File: config.mk
export PLATFORM = sky130hd
export DESIGN_NAME = mc_controller
export DESIGN_NICKNAME = d
export VERILOG_FILES = /design/src/rtl/mc_pkg.sv /design/src/rtl/mc_alu_decode.sv /design/src/rtl/mc_controller.sv
export SDC_FILE = /design/constraint.sdc
export NUM_CORES = 1
export LEC_CHECK = 0
export ABC_AREA = 0
export BUFFER_PORTS_ARGS = -buffer_cell sky130_fd_sc_hd__buf_2
export CORE_MARGIN = 2
export CORE_UTILIZATION = 30
export DETAILED_ROUTE_END_ITERATION = 7
export PLACE_DENSITY = 0.51
export SETUP_SLACK_MARGIN = 0.2
export SYNTH_ARGS = -nofsm -noshare
export SYNTH_HDL_FRONTEND = slang
export SYNTH_SLANG_ARGS = --single-unit
File: constraint.sdc
create_clock -name clk -period 1.6 [get_ports clk]
set_clock_uncertainty 0.1 [all_clocks]
set_input_delay 0.16 -clock clk [delete_from_list [all_inputs] [get_ports clk]]
set_output_delay 0.16 -clock clk [all_outputs]
set_load 0.05 [all_outputs]
File: src/rtl/mc_pkg.sv
// Shared types and encodings for the multicycle control FSM.
// Encodings for states, opcodes, funct fields, ALU ops and ALU function codes.
package mc_pkg;

    typedef enum logic [3:0] {
        S_FETCH  = 4'd0,
        S_DECODE = 4'd1,
        S_MEMADR = 4'd2,
        S_MEMRD  = 4'd3,
        S_MEMWB  = 4'd4,
        S_MEMWR  = 4'd5,
        S_EXEC   = 4'd6,
        S_ALUWB  = 4'd7,
        S_BRANCH = 4'd8,
        S_ADDIEX = 4'd9,
        S_IMMWB  = 4'd10,
        S_JUMP   = 4'd11,
        S_LIEX   = 4'd12,
        S_HALT   = 4'd13
    } state_t;

    localparam logic [5:0] OP_RTYPE = 6'b000000;
    localparam logic [5:0] OP_LW    = 6'b100011;
    localparam logic [5:0] OP_SW    = 6'b101011;
    localparam logic [5:0] OP_BEQ   = 6'b000100;
    localparam logic [5:0] OP_ADDI  = 6'b001000;
    localparam logic [5:0] OP_J     = 6'b000010;
    localparam logic [5:0] OP_LI    = 6'b010001;

    localparam logic [5:0] F_ADD = 6'b100000;
    localparam logic [5:0] F_SUB = 6'b100010;
    localparam logic [5:0] F_AND = 6'b100100;
    localparam logic [5:0] F_OR  = 6'b100101;
    localparam logic [5:0] F_SLT = 6'b101010;

    localparam logic [1:0] ALUOP_ADD   = 2'b00;
    localparam logic [1:0] ALUOP_CMP   = 2'b01;
    localparam logic [1:0] ALUOP_FUNCT = 2'b10;

    localparam logic [3:0] ALU_AND = 4'b0000;
    localparam logic [3:0] ALU_OR  = 4'b0001;
    localparam logic [3:0] ALU_ADD = 4'b0010;
    localparam logic [3:0] ALU_LI  = 4'b0100;
    localparam logic [3:0] ALU_CMP = 4'b0110;
    localparam logic [3:0] ALU_SUB = 4'b1010;
    localparam logic [3:0] ALU_SLT = 4'b1011;

    function automatic logic funct_legal(input logic [5:0] f);
        return (f == F_ADD) || (f == F_SUB) || (f == F_AND) ||
               (f == F_OR)  || (f == F_SLT);
    endfunction

endpackage

File: src/rtl/mc_alu_decode.sv
// ALU function decoder: {aluop, op, funct} -> 4-bit alucontrol.
module mc_alu_decode
    import mc_pkg::*;
(
    input  logic [1:0] aluop,
    input  logic [5:0] op,
    input  logic [5:0] funct,
    output logic [3:0] alucontrol
);

    always_comb begin
        alucontrol = ALU_AND;
        case (aluop)
            ALUOP_ADD:   alucontrol = (op == OP_LI) ? ALU_LI : ALU_ADD;
            ALUOP_CMP:   alucontrol = ALU_CMP;
            ALUOP_FUNCT: begin
                case (funct)
                    F_ADD:   alucontrol = ALU_ADD;
                    F_SUB:   alucontrol = ALU_SUB;
                    F_AND:   alucontrol = ALU_AND;
                    F_OR:    alucontrol = ALU_OR;
                    F_SLT:   alucontrol = ALU_SLT;
                    default: alucontrol = ALU_AND;
                endcase
            end
            default:     alucontrol = ALU_AND;
        endcase
    end

endmodule

File: src/rtl/mc_controller.sv
// Multicycle control FSM with memory wait states and a stall watchdog.
// Optional MC_ILLEGAL_TRAP_EN: unknown op/funct halts and raises illegal_op.
module mc_controller
    import mc_pkg::*;
#(
    parameter int MEM_TIMEOUT = 16
) (
    input  logic       clk,
    input  logic       reset,
    input  logic [5:0] op,
    input  logic [5:0] funct,
    input  logic       zero,
    input  logic       mem_ready,
    output logic       iord,
    output logic       memwrite,
    output logic       irwrite,
    output logic       regdst,
    output logic       memtoreg,
    output logic       regwrite,
    output logic       alusrca,
    output logic [1:0] alusrcb,
    output logic [1:0] pcsrc,
    output logic       pcen,
    output logic [3:0] alucontrol,
    output logic       instr_done,
    output logic [3:0] state,
    output logic       mem_timeout
`ifdef MC_ILLEGAL_TRAP_EN
    ,
    output logic       illegal_op
`endif
);

    localparam int CW = (MEM_TIMEOUT > 1) ? $clog2(MEM_TIMEOUT + 1) : 1;
    localparam logic [CW-1:0] STALL_MAX = CW'(MEM_TIMEOUT);

    state_t        state_q, state_d, st;
    logic [CW-1:0] stall_q, stall_d;
    logic          timeout_q, timeout_d;
    logic          pcwrite, branch, waiting;
    logic [1:0]    aluop;

    // Under reset the outputs decode as FETCH; strobes are masked below.
    assign st = reset ? S_FETCH : state_q;

    always_comb begin
        state_d    = st;
        iord       = 1'b0;
        memwrite   = 1'b0;
        irwrite    = 1'b0;
        regdst     = 1'b0;
        memtoreg   = 1'b0;
        regwrite   = 1'b0;
        alusrca    = 1'b0;
        alusrcb    = 2'b00;
        pcsrc      = 2'b00;
        pcwrite    = 1'b0;
        branch     = 1'b0;
        aluop      = ALUOP_ADD;
        instr_done = 1'b0;
        case (st)
            S_FETCH: begin
                alusrcb = 2'b01;
                if (mem_ready) begin
                    irwrite = 1'b1;
                    pcwrite = 1'b1;
                    state_d = S_DECODE;
                end
            end
            S_DECODE: begin
                alusrcb = 2'b11;
                case (op)
                    OP_LW, OP_SW: state_d = S_MEMADR;
                    OP_RTYPE:     state_d = S_EXEC;
                    OP_BEQ:       state_d = S_BRANCH;
                    OP_ADDI:      state_d = S_ADDIEX;
                    OP_J:         state_d = S_JUMP;
                    OP_LI:        state_d = S_LIEX;
`ifdef MC_ILLEGAL_TRAP_EN
                    default:      state_d = S_HALT;
`else
                    default:      state_d = S_FETCH;
`endif
                endcase
            end
            S_MEMADR: begin
                alusrca = 1'b1;
                alusrcb = 2'b10;
                state_d = (op == OP_SW) ? S_MEMWR : S_MEMRD;
            end
            S_MEMRD: begin
                iord = 1'b1;
                if (mem_ready) state_d = S_MEMWB;
            end
            S_MEMWB: begin
                memtoreg   = 1'b1;
                regwrite   = 1'b1;
                instr_done = 1'b1;
                state_d    = S_FETCH;
            end
            S_MEMWR: begin
                iord     = 1'b1;
                memwrite = 1'b1;
                if (mem_ready) begin
                    instr_done = 1'b1;
                    state_d    = S_FETCH;
                end
            end
            S_EXEC: begin
                alusrca = 1'b1;
                aluop   = ALUOP_FUNCT;
                state_d = S_ALUWB;
`ifdef MC_ILLEGAL_TRAP_EN
                if (!funct_legal(funct)) state_d = S_HALT;
`endif
            end
            S_ALUWB: begin
                regdst     = 1'b1;
                regwrite   = 1'b1;
                instr_done = 1'b1;
                state_d    = S_FETCH;
            end
            S_BRANCH: begin
                alusrca    = 1'b1;
                aluop      = ALUOP_CMP;
                pcsrc      = 2'b01;
                branch     = 1'b1;
                instr_done = 1'b1;
                state_d    = S_FETCH;
            end
            S_ADDIEX: begin
                alusrca = 1'b1;
                alusrcb = 2'b10;
                state_d = S_IMMWB;
            end
            S_LIEX: begin
                alusrcb = 2'b10;
                state_d = S_IMMWB;
            end
            S_IMMWB: begin
                regwrite   = 1'b1;
                instr_done = 1'b1;
                state_d    = S_FETCH;
            end
            S_JUMP: begin
                pcsrc      = 2'b10;
                pcwrite    = 1'b1;
                instr_done = 1'b1;
                state_d    = S_FETCH;
            end
            S_HALT:  state_d = S_HALT;
            default: state_d = S_FETCH;
        endcase
        pcen = pcwrite | (branch & zero);
        if (reset) begin
            pcen       = 1'b0;
            irwrite    = 1'b0;
            regwrite   = 1'b0;
            memwrite   = 1'b0;
            instr_done = 1'b0;
        end
    end

    assign waiting = !mem_ready &&
                     (st == S_FETCH || st == S_MEMRD || st == S_MEMWR);

    always_comb begin
        stall_d   = '0;
        timeout_d = timeout_q;
        if (MEM_TIMEOUT != 0 && waiting) begin
            stall_d = (stall_q == STALL_MAX) ? stall_q : stall_q + 1'b1;
            if (stall_d == STALL_MAX) timeout_d = 1'b1;
        end
    end

    always_ff @(posedge clk) begin
        if (reset) begin
            state_q   <= S_FETCH;
            stall_q   <= '0;
            timeout_q <= 1'b0;
        end else begin
            state_q   <= state_d;
            stall_q   <= stall_d;
            timeout_q <= timeout_d;
        end
    end

    mc_alu_decode u_alu_decode (
        .aluop      (aluop),
        .op         (op),
        .funct      (funct),
        .alucontrol (alucontrol)
    );

    assign state       = state_q;
    assign mem_timeout = timeout_q;
`ifdef MC_ILLEGAL_TRAP_EN
    assign illegal_op  = (st == S_HALT);
`endif

endmodule

# Word level (Yosys, flattened, before mapping)
# Index checks and enable logic that the tools add are counted.
# word_totals
ff_bits	10
output_inout_bits	22
inputBits	16
# classes
n_reduce_logical	16
n_addsub	1
n_mux	30
n_bitwise	3
eq_ne	27
# ops
operator	n
$eq A6 B6 Y1 const B	6
$pmux W4 S8	1
$eq A4 B4 Y1 const B	6
$pmux W4 S6	1
$eq A4 B3 Y1 const B	4
$mux W4	4
$pmux W4 S4	1
$mux W1	14
$pmux W4 S3	1
$eq A5 B5 Y1 const B	2
$eq A4 B2 Y1 const B	2
$pmux W2 S2	2
$reduce_or A2 Y1	4
$eq A6 B2 Y1 const B	1
$eq A6 B3 Y1 const B	1
$eq A6 B4 Y1 const B	1
$eq A6 B5 Y1 const B	1
$logic_not A6 Y1	1
$mux W3	2
$pmux W2 S3	1
$reduce_or A3 Y1	2
$add A5 B1 Y5 const B	1
$mux W5	1
$reduce_or A5 Y1	1
other kinds (14)	16

# Longest topological paths before layout
# Gate-level depths: netlist (run 1).
# depth
depth_word	7
depth_mapped	6
ltp_nobuf	6

# By module
# A second synthesis (run 1) with hierarchy kept.
# hier_totals
cells_unflattened	153
area_unflattened_um2	1066.0
# modules_own_cells
module	cells_each	area_each_um2	n_inst
mc_controller	139	955.9	1
mc_alu_decode	14	110.1	1

# Worst setup path after synthesis (run 1)
# OpenSTA, ideal clock, no wires.
# synth_path
path_kind	register -> output
startpoint	register state_q[3], in the netlist state[3]
endpoint	output alucontrol[1]
setup_slack_ns	-1.963
stages_incl_launch_ff	5
t_required_ns	1.340
n_path_buf	0
arrival_ns	3.303
cell_sequence	dfxtp_1 -> or3b_2 -> nor3_1 -> nor3_1 -> a21oi_1
# synth_between
elab_chain_cells	5
elab_cells_between_ends	8
# synth_lines
item	line_no	source
start: declaration	mc_controller.sv:37	state_t state_q, state_d, st;
start signal: assignment	mc_controller.sv:182	state_q <= state_d;
$mux W4 *	mc_controller.sv:44	assign st = reset ? S_FETCH : state_q;
$eq A4 B4 Y1 / $eq A4 B3 Y1 (equally long branches)	mc_controller.sv:61	case (st)
$pmux W2 S2 *	mc_controller.sv:61	
$eq A2 B2 Y1, or another cell as far along	mc_alu_decode.sv:13	case (aluop)
$pmux W4 S3 *	mc_alu_decode.sv:13	
end: declaration	mc_controller.sv:24	output logic [3:0] alucontrol,
# Every way passes the cells marked *; elsewhere a longest branch is shown, timed or not.

# Worst setup path in the final report (run 1)
# layout_path
startpoint	register state_q[1], in the netlist state[1]
endpoint	output alusrcb[1]
# layout_between
elab_chain_cells	4
elab_cells_between_ends	8
# layout_lines
item	line_no	source
$mux W4 *	mc_controller.sv:44	
$eq A4 B4 Y1 / $eq A4 B2 Y1 (equally long branches)	mc_controller.sv:61	
$reduce_or A3 Y1 (no line)	-	
$pmux W2 S3 *	mc_controller.sv:61	
end: declaration	mc_controller.sv:21	output logic [1:0] alusrcb,
# Marked as above.

==> results of run 1 <==
==> metrics by stage <==
stage	setup WS, ps	setup TNS, ps
floorplan	-554	-2920
global placement	-61.1	-341
detailed placement	-94.2	-373
CTS	-253	-2860
global route	-326	-5470
finish	-260	-4140
==> state kept, by name, summed over array words and instances, names as in the netlist <==
| signal | flops |
|---|---|
| state | 4 |
| mem_timeout | 1 |
| stall_q | 5 |
==> cell families after synthesis <==
group	count (synthesis)	synth area share [%]
and+or+nand+nor	81	42.6
AOI/OAI and AO/OA	28	19.7
buffers and inverters	16	6.91
DFF	10	20.1
xor gates and xnor gates	7	6.16
muxes	2	2.01
adders and majority gates	2	2.51
==> cells in the mapped netlist, types with 2 or more instances <==
cell type and number:
mux2i_1 2, clkbuf_1 8, or3b_2 3, dfxtp_1 10
and3_1 2, xor2_1 5, nand3_1 8, or2_2 2
nand2b_1 5, a21oi_1 9, nand2_1 9, o21ai_0 3
nor3_1 8, nor4_1 3, nor2b_1 5, o21bai_1 3
nor4bb_1 2, nor2_1 26, ha_1 2, a31oi_1 3
inv_1 6, xnor2_1 2
==> power by group through the flow <==
stage	clock, W	combinational, W	sequential [W]
final	0.000240	0.000302	0.000255
after global routing	0.000260	0.000323	0.000257
after CTS	0.000236	0.000276	0.000255
after detailed placement	0	0.000235	0.000261
after global placement	0	0.000234	0.000261
after floorplan	0	0.000136	0.000270
==> what timing repair did <==
| action | 4_1_cts | 5_1_grt |
|---|---|---|
| resized for setup | 72 | 29 |
| setup endpoints to repair | 25 | 29 |
| buffers inserted | 9 | 5 |
| gates cloned | 0 | 0 |
| pin swaps | 23 | 14 |
==> layer usage <==
layer	vias up	routed length [µm]	global-route usage, %
met1	642	1690	28.1
li1	674	-	-
met2	28	1970	36.2
met3	0	105	1.89
met5	-	0	0
met4	0	0	3.95
==> how the worst max path moves through the flow <==
stage	from	endpoint	slack (ps)
after floorplan	state[2]	alucontrol[1]	-550
after global placement	state[3]	alucontrol[1]	-60
after detailed placement	state[3]	alucontrol[1]	-90
after CTS	state[2]	alucontrol[1]	-250
after global routing	state[1]	alusrcb[1]	-330
final	state[1]	alusrcb[1]	-260
==> area by class of cell <==
| class | instances | share of cell area (%) |
|---|---|---|
| multi-input combinational | 120 | 49.4 |
| timing repair buffer | 84 | 35.1 |
| sequential | 10 | 10.0 |
| tap | 44 | 2.56 |
| clock buffer | 4 | 1.69 |
| inverter | 6 | 1.22 |
==> worst max-delay path, stage by stage, from the launching register on <==
cell and delay (ps):
dfxtp_4 400, or3b_4 410, a21oi_2 160, a31oi_2 70
nor2_4 130, buf_8 150
==> impl_metrics.csv, run 1 <==
group,metric,value,unit
run_status,run_status,"complete, but fails checks",
run_status,failed_checks,"setup timing",
detailed_routing,first_iter_violations,90,
flow_run,max_cap_viol_count,0,
pwr,clkPwrFrac,30.1,%
timing,setup-violations-final,25,
timing,fin_hold_ws,143,ps
detailed_routing,number_of_drc_violations_after_detailed_routing,0,
timing,worstMarginPinSlew,333,ps
synth,synth_cells,146,
synth,async_reset_ff_share,0,%
global_route,overflow,0,
setup_path,data_required_time_at_the_worst_endpoint,1340,ps
timing,maxClockFrequency,538,MHz
finish,layout-drive-gt1-share,66.5,%
die,placeable_area,3100,µm²
global_route,grt_pass1_vias,1328,
pwr,power-per-cell-area,371,nW/µm²
min_path,worstHoldPathType,"in2reg",
setup_path,critical_path_peak_fanout,7,
synth,netlist_top_cells_area,"dfxtp_1 (20%), nor2_1 (9.8%), a21oi_1 (4.5%)",
synth,number_of_enable_type_register_cells_in_the_synthesized_netlist,0,
synth,synth_cell_types,42,
pwr,power_report.internal_total,0.000529,W
synth,post-synth-top-area-cell,"dfxtp_1",
min_path,min_path_cells,4,
die,pin_count,38,
pwr,power.combinational.fraction,37.8,%
global_route,grt_antenna_before_repair,0,
finish,post-route-util,69.3,%
cts,cts-root-buf,"clkbuf_4",
setup_path,rr_startpoint,"state[2]",
pwr,power.ir.vdd_worst,223,µV
timing,maxSlewViolCount,0,
finish,nets,243,
setup_path,timing.reg2reg.setup_slack,-250,ps
synth,synthDominantCellAreaShare,20.1,%
global_route,groute.usage.overall,20.8,%
min_path,min-delay-start,"op[5]",
setup_path,r2r_end,"stall_q[0]",
cts,cts_hold_repair_buffers,0,
timing,slew_headroom,77.7,%
timing,fin_crit_sh,116,%
global_route,maximum_number_of_pins_on_one_net_before_global_route_repair,9,
finish,fillers,245,
pwr,total_switching_power,0.000269,W
pwr,power.share.switching,33.7,%
synth,synth-seq-cells,10,
synth,ys_warn_count,0,
finish,multiInputGateArea,1060,µm²
cts,tritoncts_clock_tree,"built",
finish,antenna-diode-count,0,
die,fp.dieH,61.6,µm
detailed_routing,wirelength_routed,3.76,mm
setup_path,crit_path_start_kind,"flop",
timing,final_hold_viol_count,0,
cts,cts_max_level,1,
finish,layout_area_overhead,116,%
finish,mostFrequentLayoutCells,"buf_4 (33), buf_6 (22), buf_2 (18), nor2_1 (10), buf_8 (10)",
placed_design,cell_area_placed,1640,µm²
finish,final_design_area_no_fill,2150,µm²
timing,finalWorstSetupSlack,-260,ps
detailed_routing,routed_via_density,5.01,
die,floorplan.die_area,3800,µm²
synth,seq_area_frac_synth,20.1,%
finish,fin_cells,268,
cts,max_clock_buf_depth,2,
placed_design,finalWeightedCongestion,0.834,
die,placement_rows,20,
finish,seqCellArea,215,µm²
finish,mostFrequentLayoutCell,"buf_4",
placed_design,placed_cells,250,
global_route,grt_first_pass_wirelength,5.99,mm
timing,period_minus_slack,1860,ps
synth,synth_flop_cell,"dfxtp_1",
cts,cts_made_buffers,3,
detailed_routing,dr.pass1.iters,4,
cts,cts_num_sinks,10,
detailed_routing,wl_per_cell,14.0,µm
setup_path,rr_worst_depth,8,
pwr,power.static_leakage,0.894,nW
cts,worst_setup_hold_path_clk_slew,80,ps
synth,syn_nets,164,
pwr,pwr-share-seq,32.0,%
die,dieWidth,61.6,µm
setup_path,critPathArrivalTime,1600,ps
setup_path,worst_setup_path_end_kind,"output pin",
detailed_routing,final_antenna_violating_net_count,0,
setup_path,criticalPathCategory,"reg2out",
placed_design,io_buffer_count,37,
placed_design,dpl.hpwl,2.55,mm
cts,worst_skew_pair.late_latency,270,ps
min_path,min_delay_worst_endpoint,"state[3]",
pwr,total_power,0.000797,W
synth,synth_area,996,µm²
detailed_routing,via_count,1344,
synth,syn-mean-instance-area,6.82,µm²
timing,rsz0062_at_grt,"true",
die,initial_core_util,32.1,%
No activity file was read; power rests on OpenSTA's default activity.
==> inputs of run 2 (changes only) <==
Settings changed: RECOVER_POWER set to 50.
==> impl_metrics.csv, run 2 (synthesis results as in run 1) <==
group,metric,value,unit
setup_path,critical_path_peak_fanout,7,
placed_design,place_ws,-94.2,ps
die,placement_rows,20,
finish,final_design_area_no_fill,2150,µm²
die,placeable_area,3100,µm²
run_status,failed_checks,"setup timing",
finish,seqCellArea,215,µm²
cts,cts-root-buf,"clkbuf_4",
detailed_routing,wl_per_cell,14.1,µm
timing,slew_headroom,60.4,%
placed_design,cell_area_placed,1640,µm²
setup_path,crit_chain,"or3b_4 -> a21oi_2 -> a31oi_2 -> nor2_4 -> buf_8",
global_route,overflow,0,
detailed_routing,routed_via_density,5.07,
min_path,min_delay_worst_endpoint,"state[3]",
placed_design,dpl.hpwl,2.55,mm
timing,maxClockFrequency,538,MHz
global_route,grt_first_pass_wirelength,5.99,mm
setup_path,criticalPathCategory,"reg2out",
setup_path,critPathArrivalTime,1600,ps
cts,tritoncts_clock_tree,"built",
timing,finalWorstSetupSlack,-260,ps
setup_path,worst-path-buf-inv,1,
setup_path,data_required_time_at_the_worst_endpoint,1340,ps
detailed_routing,via_count,1358,
timing,fin_crit_sh,116,%
setup_path,timing.reg2reg.setup_slack,-250,ps
run_status,run_status,"complete, but fails checks",
finish,antenna-diode-count,0,
placed_design,io_buffer_count,37,
cts,worst_setup_hold_path_clk_slew,80,ps
timing,fin_hold_ws,144,ps
detailed_routing,first_iter_violations,92,
finish,fillers,244,
finish,layout-drive-gt1-share,66.1,%
placed_design,finalWeightedCongestion,0.834,
setup_path,rr_startpoint,"state[2]",
detailed_routing,number_of_drc_violations_after_detailed_routing,0,
timing,final_hold_viol_count,0,
cts,cts_hold_repair_buffers,0,
die,fp.dieH,61.6,µm
setup_path,worst_setup_path_end_kind,"output pin",
detailed_routing,wirelength_routed,3.79,mm
timing,maxSlewViolCount,0,
pwr,power.ir.vdd_worst,223,µV
timing,rsz0062_at_grt,"true",
finish,mostFrequentLayoutCells,"buf_4 (33), buf_6 (22), buf_2 (15), nor2_1 (10), buf_8 (10)",
finish,multiInputGateArea,1060,µm²
min_path,min-delay-start,"op[5]",
min_path,min_path_cells,4,
setup_path,cp_slowest_stage_delay,410,ps
global_route,groute.usage.overall,20.8,%
timing,period_minus_slack,1860,ps
setup_path,rr_worst_depth,8,
die,pin_count,38,
global_route,maximum_number_of_pins_on_one_net_before_global_route_repair,9,
flow_run,max_cap_viol_count,0,
die,floorplan.die_area,3800,µm²
cts,cts_max_level,1,
cts,cts_num_sinks,10,
finish,nets,243,
global_route,grt_antenna_before_repair,0,
cts,max_clock_buf_depth,2,
min_path,worstHoldPathType,"in2reg",
finish,layout_area_overhead,116,%
finish,mostFrequentLayoutCell,"buf_4",
pwr,power-per-cell-area,371,nW/µm²
setup_path,critical_path.top_delay_family,"simple AND/OR/NAND/NOR gates",
timing,worstMarginPinSlew,597,ps
die,dieWidth,61.6,µm
setup_path,crit_path_start_kind,"flop",
setup_path,r2r_end,"stall_q[0]",
setup_path,cp_slowest_cell,"or3b_4",
detailed_routing,dr.pass1.iters,4,
timing,setup-violations-final,25,
cts,cts_made_buffers,3,
finish,biggest_register,"stall_q",
die,initial_core_util,32.1,%
timing,totalNegativeSetupSlack,-4140,ps
global_route,grt_pass1_vias,1328,
finish,largest_register_ff_count,5,
finish,post-route-util,69.3,%
cts,worst_skew_pair.late_latency,270,ps
pwr,power.static_leakage,0.888,nW
detailed_routing,final_antenna_violating_net_count,0,
-- run 2: changes by cell type in the layout (fill, tap and decap cells not counted), sizes merged --
cell / delta
buf: -3
clkbuf: +3
-- run 2: layer usage --
layer	track usage [%]	vias up	part of all wire [%]
li1	-	672	-
met1	28.1	647	44
met4	3.95	0	0
met3	1.89	0	3.5
met2	36.2	39	52
met5	0	-	0
-- run 2: worst min-delay path, delay by kind of cell --
family | cells | cell delay [ps]
compound gates | 1 | 60
buf+inv | 1 | 130
simple gates | 2 | 120
-- run 2: report_power, final --
group          leakage [nW]  internal [W]  switching (W)  total (W)
clock network        0.0210      0.000138       0.000103   0.000241
registers            0.0841      0.000249     0.00000651   0.000255
logic                 0.783      0.000142       0.000160   0.000302
-- run 2: worst max path at each step --
stage,start,cells past startpoint,end,slack [ps]
after floorplan,state[2],5,alucontrol[1],-550
after global placement,state[3],5,alucontrol[1],-60
after detailed placement,state[3],5,alucontrol[1],-90
after CTS,state[2],5,alucontrol[1],-250
after global routing,state[1],5,alusrcb[1],-330
final,state[1],5,alusrcb[1],-260
-- run 2: layout make-up --
type,count,share of cell area [%]
multi-input combinational,120,49.4
inverter,6,1.22
tap,44,2.56
sequential,10,10.0
timing repair buffer,84,35.1
clock buffer,4,1.69
-- run 2: stage by stage --
stage | instances | power, W
finish | 268 | 0.000798
global route | 268 | 0.000840
CTS | 263 | 0.000767
detailed placement | 250 | 0.000497
global placement | 250 | 0.000494
floorplan | 146 | 0.000406
-- run 2: what timing repair did --
action                                  in CTS  in global routing
setup buffers                                9                  5
endpoints found under the setup margin      25                 29
pin swaps                                   23                 14
resized for setup                           72                 29
==> inputs of run 3 (changes only) <==
Settings changed: ABC_AREA 0 to 1, PLACE_DENSITY 0.51 to 0.52.
==> impl_metrics.csv, run 3 <==
group,metric,value,unit
setup_path,critical_path_peak_fanout,4,
finish,layout-drive-gt1-share,56.8,%
detailed_routing,first_iter_violations,43,
placed_design,dpl.hpwl,2.42,mm
synth,leading_post_synthesis_cells_by_instance_count,"nor2_1 (32), nand2_1 (31), inv_1 (25), nand3_1 (18), dfxtp_1 (10)",
synth,synth_area,960,µm²
pwr,power.ir.vdd_worst,242,µV
placed_design,placed_cells,264,
timing,fin_hold_ws,137,ps
global_route,maximum_number_of_pins_on_one_net_before_global_route_repair,8,
synth,synth-seq-cells,10,
cts,worst_skew_pair.late_latency,260,ps
global_route,grt_pass1_vias,1349,
synth,synth_flop_cell,"dfxtp_1",
finish,biggest_register,"stall_q",
cts,cts_hold_repair_buffers,0,
finish,mostFrequentLayoutCells,"buf_4 (25), nor2_1 (22), inv_1 (21), nand2_1 (21)",
cts,worst_setup_hold_path_clk_slew,70,ps
die,placeable_area,3050,µm²
timing,maxSlewViolCount,0,
setup_path,rr_worst_depth,9,
pwr,total_power,0.000681,W
min_path,worstHoldPathType,"in2reg",
synth,async_reset_ff_share,0,%
timing,setup-violations-final,11,
finish,layout_area_overhead,106,%
finish,nets,260,
die,fp.dieH,60.6,µm
finish,fin_cells,285,
cts,max_clock_buf_depth,2,
global_route,grt_first_pass_wirelength,5.81,mm
synth,synthMostInstantiatedCell,"nor2_1",
setup_path,criticalPathCategory,"reg2out",
timing,fin_crit_sh,108,%
timing,maxClockFrequency,580,MHz
detailed_routing,dr.pass1.iters,5,
finish,final_design_area_no_fill,1970,µm²
timing,final_hold_viol_count,0,
synth,ys_warn_count,0,
pwr,power-per-cell-area,345,nW/µm²
cts,cts_made_buffers,3,
global_route,groute.usage.overall,20.8,%
placed_design,cell_area_placed,1460,µm²
timing,worstMarginPinSlew,597,ps
timing,totalNegativeSetupSlack,-753,ps
setup_path,crit_path_start_kind,"flop",
synth,synthDominantCellAreaShare,20.9,%
die,dieWidth,60.6,µm
finish,largest_register_ff_count,5,
placed_design,io_buffer_count,37,
synth,syn-mean-instance-area,5.82,µm²
synth,number_of_enable_type_register_cells_in_the_synthesized_netlist,0,
detailed_routing,via_count,1353,
detailed_routing,number_of_drc_violations_after_detailed_routing,0,
run_status,failed_checks,"setup timing",
synth,syn_nets,183,
synth,netlist_top_cells_area,"dfxtp_1 (21%), nor2_1 (13%), nand2_1 (12%)",
cts,cts-root-buf,"clkbuf_4",
finish,antenna-diode-count,0,
die,floorplan.die_area,3670,µm²
setup_path,worst_setup_path_end_kind,"output pin",
setup_path,critPathArrivalTime,1460,ps
cts,cts_num_sinks,10,
placed_design,finalWeightedCongestion,0.825,
timing,rsz0062_at_grt,"true",
setup_path,timing.reg2reg.setup_slack,90,ps
global_route,overflow,0,
detailed_routing,wirelength_routed,3.51,mm
synth,synth_cell_types,26,
die,placement_rows,20,
synth,seq_area_frac_synth,20.9,%
die,pin_count,38,
run_status,run_status,"complete, but fails checks",
detailed_routing,final_antenna_violating_net_count,0,
synth,post-synth-top-area-cell,"dfxtp_1",
timing,period_minus_slack,1720,ps
pwr,power.static_leakage,1.03,nW
detailed_routing,routed_via_density,4.75,
timing,slew_headroom,60.4,%
die,initial_core_util,31.4,%
min_path,min_path_cells,3,
cts,cts_max_level,1,
flow_run,max_cap_viol_count,0,
detailed_routing,wl_per_cell,12.3,µm
global_route,grt_antenna_before_repair,0,
setup_path,data_required_time_at_the_worst_endpoint,1340,ps
timing,finalWorstSetupSlack,-123,ps
finish,mostFrequentLayoutCell,"buf_4",
cts,tritoncts_clock_tree,"built",
synth,synth_cells,165,
-- run 3: layout make-up --
cell class	instances	area [µm²]
fillers	271	1080
inverters	31	131
multi-input cells	124	907
flip-flops and latches	10	216
repair buffers	72	628
well taps	44	55.1
clock buffers	4	36.3
-- run 3: what timing repair did --
action	in CTS	in global routing
setup buffers	14	3
pin swaps	29	14
gates resized for setup	75	17
endpoints found under the setup margin	21	26
-- run 3: layer usage --
metal,global-route usage (%),wire (µm),vias to the layer above
li1,-,-,684
met1,26.0,1540,612
met2,37.3,1730,53
met3,3.84,193,4
met4,4.35,48,0
met5,0,0,-
-- run 3: worst max-delay path: stages, from the launching register on --
cell and delay [ps]:
dfxtp_4 410, nand2_4 90, nor2_4 130, nand2_2 100, inv_4 70, nand2_1 70, o211ai_1 100, buf_4 220
-- run 3: logic make-up (layout without fill, tap and decap cells) --
| family | count (synthesis) | in the layout | synth area share (%) |
|---|---|---|---|
| fa+ha+maj | 2 | 2 | 2.61 |
| simple gates | 103 | 103 | 52.2 |
| flops | 10 | 10 | 20.9 |
| xor+xnor | 1 | 1 | 0.913 |
| buf+inv | 31 | 107 | 12.4 |
| compound gates | 18 | 18 | 11.1 |
-- run 3: report_power, final --
group	internal, W	leakage [nW]	switching (W)
combinational	0.0000731	0.924	0.000120
clock	0.000138	0.0210	0.0000901
sequential	0.000249	0.0844	0.0000100
total	0.000460	1.03	0.000220
-- run 3: final timing paths --
kind,startpoint,to
hold reg to reg,mem_timeout,mem_timeout
setup reg to reg,state[2],stall_q[0]
setup / recovery,state[3],pcen
hold / removal,reset,state[0]
-- run 3: through the flow --
stage | utilization [%] | setup slack [ps]
2_1_floorplan | - | -206
3_3_place_gp | 47.9 | 7.38
5_1_grt | 64.7 | -207
3_5_place_dp | 47.9 | 17.4
6_report | 64.7 | -123
4_1_cts | 61.5 | -126
